**src/rtl/multi_tone_phase_gen.sv**
```systemverilog
// Multi-channel phase accumulator feeding a CORDIC over a valid/ready stream.
// Every channel advances in lockstep when a beat can be issued. Each phase wraps
// so that it stays within [-pi, +pi]. A free-running decimation counter
// produces sample_tick.
module multi_tone_phase_gen #(
    parameter int unsigned         NUM_CH  = 2,
    parameter int unsigned         PHASE_W = 16,
    parameter logic [PHASE_W-1:0]  PI_POS  = 16'h6488,
    parameter logic [PHASE_W-1:0]  PI_NEG  = 16'h9B78,
    parameter int unsigned         DECIM   = 5,
    localparam int unsigned        CH_W    = (NUM_CH > 1) ? $clog2(NUM_CH) : 1
) (
    input  logic                        clk,
    input  logic                        rst,
    input  logic                        enable,
    input  logic                        cfg_wr,
    input  logic [CH_W-1:0]             cfg_ch,
    input  logic [PHASE_W-1:0]          cfg_inc,
    input  logic                        cfg_clr,
    output logic                        m_axis_phase_tvalid,
    input  logic                        m_axis_phase_tready,
    output logic [NUM_CH*PHASE_W-1:0]   m_axis_phase_tdata,
    output logic                        sample_tick
);

    localparam int unsigned CNT_W = 8;
    localparam logic [CNT_W-1:0] CntLast = CNT_W'(DECIM - 1);

    // acc + inc, folded back into [PI_NEG, PI_POS] by subtracting one full turn.
    // inc is clamped to PI_POS on write, so the sum can only overflow upward.
    function automatic logic signed [PHASE_W-1:0] wrap_add(
        input logic signed [PHASE_W-1:0] acc,
        input logic        [PHASE_W-1:0] inc
    );
        logic signed [PHASE_W:0] sum;
        logic signed [PHASE_W:0] pos;
        logic signed [PHASE_W:0] neg;
        logic signed [PHASE_W:0] res;
        sum = $signed({acc[PHASE_W-1], acc}) + $signed({1'b0, inc});
        pos = $signed({1'b0, PI_POS});
        neg = $signed({PI_NEG[PHASE_W-1], PI_NEG});
        if (sum > pos) begin
            res = neg + (sum - pos);
        end else begin
            res = sum;
        end
        return res[PHASE_W-1:0];
    endfunction

    logic signed [PHASE_W-1:0]  acc_q [NUM_CH];
    logic signed [PHASE_W-1:0]  acc_d [NUM_CH];
    logic        [PHASE_W-1:0]  inc_q [NUM_CH];
    logic        [PHASE_W-1:0]  inc_d [NUM_CH];
    logic [NUM_CH*PHASE_W-1:0]  tdata_q, tdata_d;
    logic                       tvalid_q, tvalid_d;
    logic [CNT_W-1:0]           dec_cnt_q, dec_cnt_d;
    logic                       tick_q, tick_d;

    logic                       adv;
    logic [PHASE_W-1:0]         inc_wr;
    logic [NUM_CH-1:0]          cfg_sel;

    // Advance when enabled and the output slot is empty or being drained.
    always_comb begin
        adv    = enable && (!tvalid_q || m_axis_phase_tready);
        inc_wr = (cfg_inc > PI_POS) ? PI_POS : cfg_inc;
        // Out-of-range channel numbers match no k and are thus ignored.
        for (int k = 0; k < NUM_CH; k++) begin
            cfg_sel[k] = cfg_wr && (cfg_ch == CH_W'(k));
        end
    end

    // Output beat register: load on advance, drop valid once consumed.
    always_comb begin
        tvalid_d = tvalid_q;
        tdata_d  = tdata_q;
        if (adv) begin
            tvalid_d = 1'b1;
            for (int k = 0; k < NUM_CH; k++) begin
                tdata_d[k*PHASE_W +: PHASE_W] = acc_q[k];
            end
        end else if (m_axis_phase_tready) begin
            tvalid_d = 1'b0;
        end
    end

    // Per-channel accumulators and increments; a clear beats a same-cycle advance.
    always_comb begin
        for (int k = 0; k < NUM_CH; k++) begin
            acc_d[k] = acc_q[k];
            inc_d[k] = inc_q[k];
            if (adv) begin
                acc_d[k] = wrap_add(acc_q[k], inc_q[k]);
            end
            if (cfg_sel[k]) begin
                inc_d[k] = inc_wr;
                if (cfg_clr) begin
                    acc_d[k] = '0;
                end
            end
        end
    end

    // Decimation counter, independent of enable and handshake.
    always_comb begin
        tick_d    = (dec_cnt_q == CntLast);
        dec_cnt_d = (dec_cnt_q == CntLast) ? '0 : dec_cnt_q + 1'b1;
    end

    // State registers.
    always_ff @(posedge clk or posedge rst) begin
        if (rst) begin
            for (int k = 0; k < NUM_CH; k++) begin
                acc_q[k] <= '0;
                inc_q[k] <= '0;
            end
            tdata_q   <= '0;
            tvalid_q  <= 1'b0;
            dec_cnt_q <= '0;
            tick_q    <= 1'b0;
        end else begin
            for (int k = 0; k < NUM_CH; k++) begin
                acc_q[k] <= acc_d[k];
                inc_q[k] <= inc_d[k];
            end
            tdata_q   <= tdata_d;
            tvalid_q  <= tvalid_d;
            dec_cnt_q <= dec_cnt_d;
            tick_q    <= tick_d;
        end
    end

    assign m_axis_phase_tvalid = tvalid_q;
    assign m_axis_phase_tdata  = tdata_q;
    assign sample_tick         = tick_q;

endmodule
```
**config.mk**
```make
export PLATFORM = sky130hd
export DESIGN_NAME = multi_tone_phase_gen
export DESIGN_NICKNAME = d
export VERILOG_FILES = /design/src/rtl/multi_tone_phase_gen.sv
export SDC_FILE = /design/constraint.sdc
export NUM_CORES = 1
export LEC_CHECK = 0
export BUFFER_PORTS_ARGS = -buffer_cell sky130_fd_sc_hd__buf_2
export CORE_MARGIN = 1.5
export CORE_UTILIZATION = 47
export DETAILED_ROUTE_END_ITERATION = 12
export PLACE_DENSITY = 0.65
export SLEW_MARGIN = 40
export SYNTH_ARGS = -nofsm -noshare
export SYNTH_HDL_FRONTEND = slang
export SYNTH_SLANG_ARGS = --single-unit
```
**constraint.sdc**
```tcl
create_clock -name clk -period 4.31 [get_ports clk]
set_input_delay 0.431 -clock clk [delete_from_list [all_inputs] [get_ports clk]]
set_output_delay 0.431 -clock clk [all_outputs]
set_load 0.05 [all_outputs]
```
==> impl_metrics.env <==
export IMPL_status="finished, final reports clean"
export IMPL_worst_r2r_setup_slack_ns=0.31
export IMPL_diodes=0
export IMPL_dp_hpwl_um=11900
export IMPL_area_growth_pct=12.2
export IMPL_die_area_sq_um=15100
export IMPL_setup_viol=0
export IMPL_clock_latency_ns=0.36
export IMPL_num_vias=5749
export IMPL_post_cts_buffers=0
export IMPL_synth_top_family_by_area="simple AND/OR/NAND/NOR gates"
export IMPL_antenna_found_initial=0
export IMPL_arrival_ns=4.29
export IMPL_r2r_start="acc_q[0]"
export IMPL_synthTopCellsByArea="dfrtp_1 (39%), nand2_1 (9.6%), ha_1 (7.1%), o21ai_0 (5.3%), a21oi_1 (3.5%)"
export IMPL_via_per_inst=5.69
export IMPL_yosys_area_top_type="dfrtp_1"
export IMPL_clk_pin_slew_ns=0.07
export IMPL_synthMuxAreaShare_pct=0.817
export IMPL_period_minus_slack_ns=4.00
export IMPL_place_gp_congestion=0.925
export IMPL_maxCapViolCount=0
export IMPL_synth_edff_count=0
export IMPL_netlist_instances=779
export IMPL_syn_avg_cell_area_sq_um=8.65
export IMPL_p_per_area_nw_per_um2=797
export IMPL_core_area_sq_um=13900
export IMPL_fmax_mhz=250
export IMPL_ys_ff_latch=106
export IMPL_hold_viol=0
export IMPL_synthAdderAreaFrac_pct=7.65
export IMPL_synth_top_area_share_pct=39.4
export IMPL_portBuffers=56
export IMPL_leakage_uw=0.00350
export IMPL_grt_pass1_wl_um=27200
export IMPL_grt_remaining_overflow=0
export IMPL_synth_simple_gate_area_share_pct=23.4
export IMPL_crit_fanout=15
export IMPL_whs_ns=0.189
export IMPL_cts_root_buf="clkbuf_16"
export IMPL_hp_class="input port to asynchronous set/reset pin"
export IMPL_synth_most_common_cell="nand2_1"
export IMPL_timing_setup_tns_ns=0
export IMPL_cts_buffers=9
export IMPL_grt_max_degree=77
export IMPL_synthXorXnorAreaFrac_pct=4.64
export IMPL_drc=0
export IMPL_worstMarginPinSlew_ns=0.737
export IMPL_fin_crit_sh_pct=92.8
export IMPL_skew_ns=0.00913
export IMPL_rsz0062_at_grt="no"
export IMPL_wire_per_inst_um=15.9
export IMPL_rows=43
export IMPL_cts_path_max_buffers=2
export IMPL_syn_nets=842
export IMPL_layout_drive_gt1_share_pct=13.9
export IMPL_crit_path_end_kind="flop"
export IMPL_syn_area_sq_um=6740
export IMPL_drt_total_wl_um=16100
export IMPL_first_pass_iters=5
export IMPL_fill_cells=1307
export IMPL_yosysWarnings=0
export IMPL_startpoint_type="flop"
export IMPL_async_flop_share_pct=100
export IMPL_drt_iter0_markers=403
export IMPL_fin_util_pct=54.2
export IMPL_synth_cell_types=73
export IMPL_netlist_top_cells_count="nand2_1 (172), dfrtp_1 (106), o21ai_0 (71)"
export IMPL_slew_violations=0
export IMPL_clock_sinks=106
export IMPL_fp_dieW_um=123
export IMPL_seq_area_frac_synth_pct=39.4
export IMPL_h_tree_depth=3
export IMPL_grt_usage_pct=22.8
export IMPL_slew_headroom_pct=50.7
export IMPL_crit_start="acc_q[0]"
export IMPL_nNetsFinal=888
export IMPL_grt_pass1_vias=5620
export IMPL_pin_count=57
export IMPL_irDropWorstVdd_uv=334
export IMPL_ant_nets=0
export IMPL_synth_compound_area_share_pct=21.3
export IMPL_die_h_um=123
export IMPL_cts_tree="done"
export IMPL_path_class="flop to flop"
export IMPL_required_ns=4.60
export IMPL_synth_flop_cell="dfrtp_1"
export IMPL_start_util_pct=48.3
final cells by class:
| class | count | area, sq um | share of cell area [%] |
|---|---|---|---|
| sequential | 106 | 2650 | 35.1 |
| tap | 180 | 225 | 2.98 |
| inverter | 19 | 76.3 | 1.01 |
| timing repair buffer | 64 | 340 | 4.50 |
| clock inverter | 6 | 88.8 | 1.18 |
| multi-input combinational | 625 | 3940 | 52.1 |
| clock buffer | 10 | 239 | 3.16 |
power by group:
| part | leakage (uW) | switching [uW] | total, uW | internal, uW |
|---|---|---|---|---|
| combinational | 0.00201 | 2320 | 3610 | 1290 |
| sequential | 0.00134 | 230 | 1510 | 1280 |
| clock | 0.000155 | 383 | 909 | 526 |
| total | 0.00350 | 2930 | 6030 | 3090 |
final timing paths:
check	end	depth (start not counted)
min in group clk	m_axis_phase_tvalid	2
min	m_axis_phase_tdata[18]	2
max reg2reg	acc_q[8]	13
min reg2reg	m_axis_phase_tdata[2]	2
max	acc_q[8]	13
max in group asynchronous	acc_q[28]	3
logic make-up (layout without fill, tap and decap cells):
kind of cell	count (synthesis)	after routing
AOI/OAI and AO/OA	208	208
adders and majority gates	40	40
xor gates and xnor gates	34	34
and+or+nand+nor	338	338
DFF	106	106
muxes	5	5
buffers and inverters	48	99
sequential cells by signal, indices dropped and copies added, names as in the netlist:
| register | cells |
|---|---|
| acc_q | 32 |
| inc_q | 32 |
| m_axis_phase_tdata | 32 |
| dec_cnt_q | 8 |
| m_axis_phase_tvalid | 1 |
| sample_tick | 1 |
metal layers:
metal / track usage, % / wire (um) / vias to the layer above
met5: 0 / 0 / -
met1: 32.1 / 7950 / 2727
li1: - / - / 2869
met4: 7.19 / 293 / 0
met3: 4.09 / 640 / 23
met2: 35.6 / 7170 / 130
stage by stage:
| stage | power (uW) | area (sq um) | std cells | worst slack, ns |
|---|---|---|---|---|
| finish | 6030 | 7560 | 1010 | 0.310 |
| floorplan | 4290 | 6740 | 779 | 0.711 |
| CTS | 6000 | 7520 | 1010 | 0.187 |
| detailed placement | 5060 | 7190 | 994 | 0.224 |
| global placement | 4950 | 7190 | 994 | 0.369 |
| global route | 6480 | 7560 | 1010 | 0.0189 |
cells in the final DEF (no fill, tap or decap), types with 3 or more instances in the layout:
cell type,n
and3_1,9
or2_2,5
or3_1,5
o21ai_1,5
o211ai_1,7
and4_1,6
buf_2,56
a21oi_1,47
inv_1,18
mux2_1,4
ha_1,38
nor4_1,7
a2111oi_0,3
o21a_1,6
xnor2_1,19
o21ai_0,71
a211oi_1,11
clkbuf_16,9
nand3_1,17
a221oi_1,3
and2_1,6
buf_4,8
nand2b_1,11
nor3_1,19
nor4b_1,3
nor2b_1,11
a2111oi_4,4
nand2_1,170
a31oi_1,4
xor2_1,13
a211oi_2,3
a21o_1,6
o31ai_1,5
a221o_1,3
nor2_1,49
nor3b_1,4
dfrtp_1,106
worst max-delay path: stages, from the launching register on:
cell	delay, ns
dfrtp_1	0.40
ha_1	0.25
fa_1	0.44
a211oi_2	0.36
o21ai_0	0.16
o21ai_0	0.21
ha_1	0.24
nor4b_1	0.26
and3_1	0.22
o311ai_2	0.13
a2111oi_4	0.50
nor3_4	0.16
or4_1	0.51
nand3_1	0.08
timing repair:
item                                    in CTS  in global routing
resized for setup                            0                  1
endpoints found under the setup margin       0                  1
hold buffers                                 0                  0
Note: power is estimated with default switching activity, not from simulation.
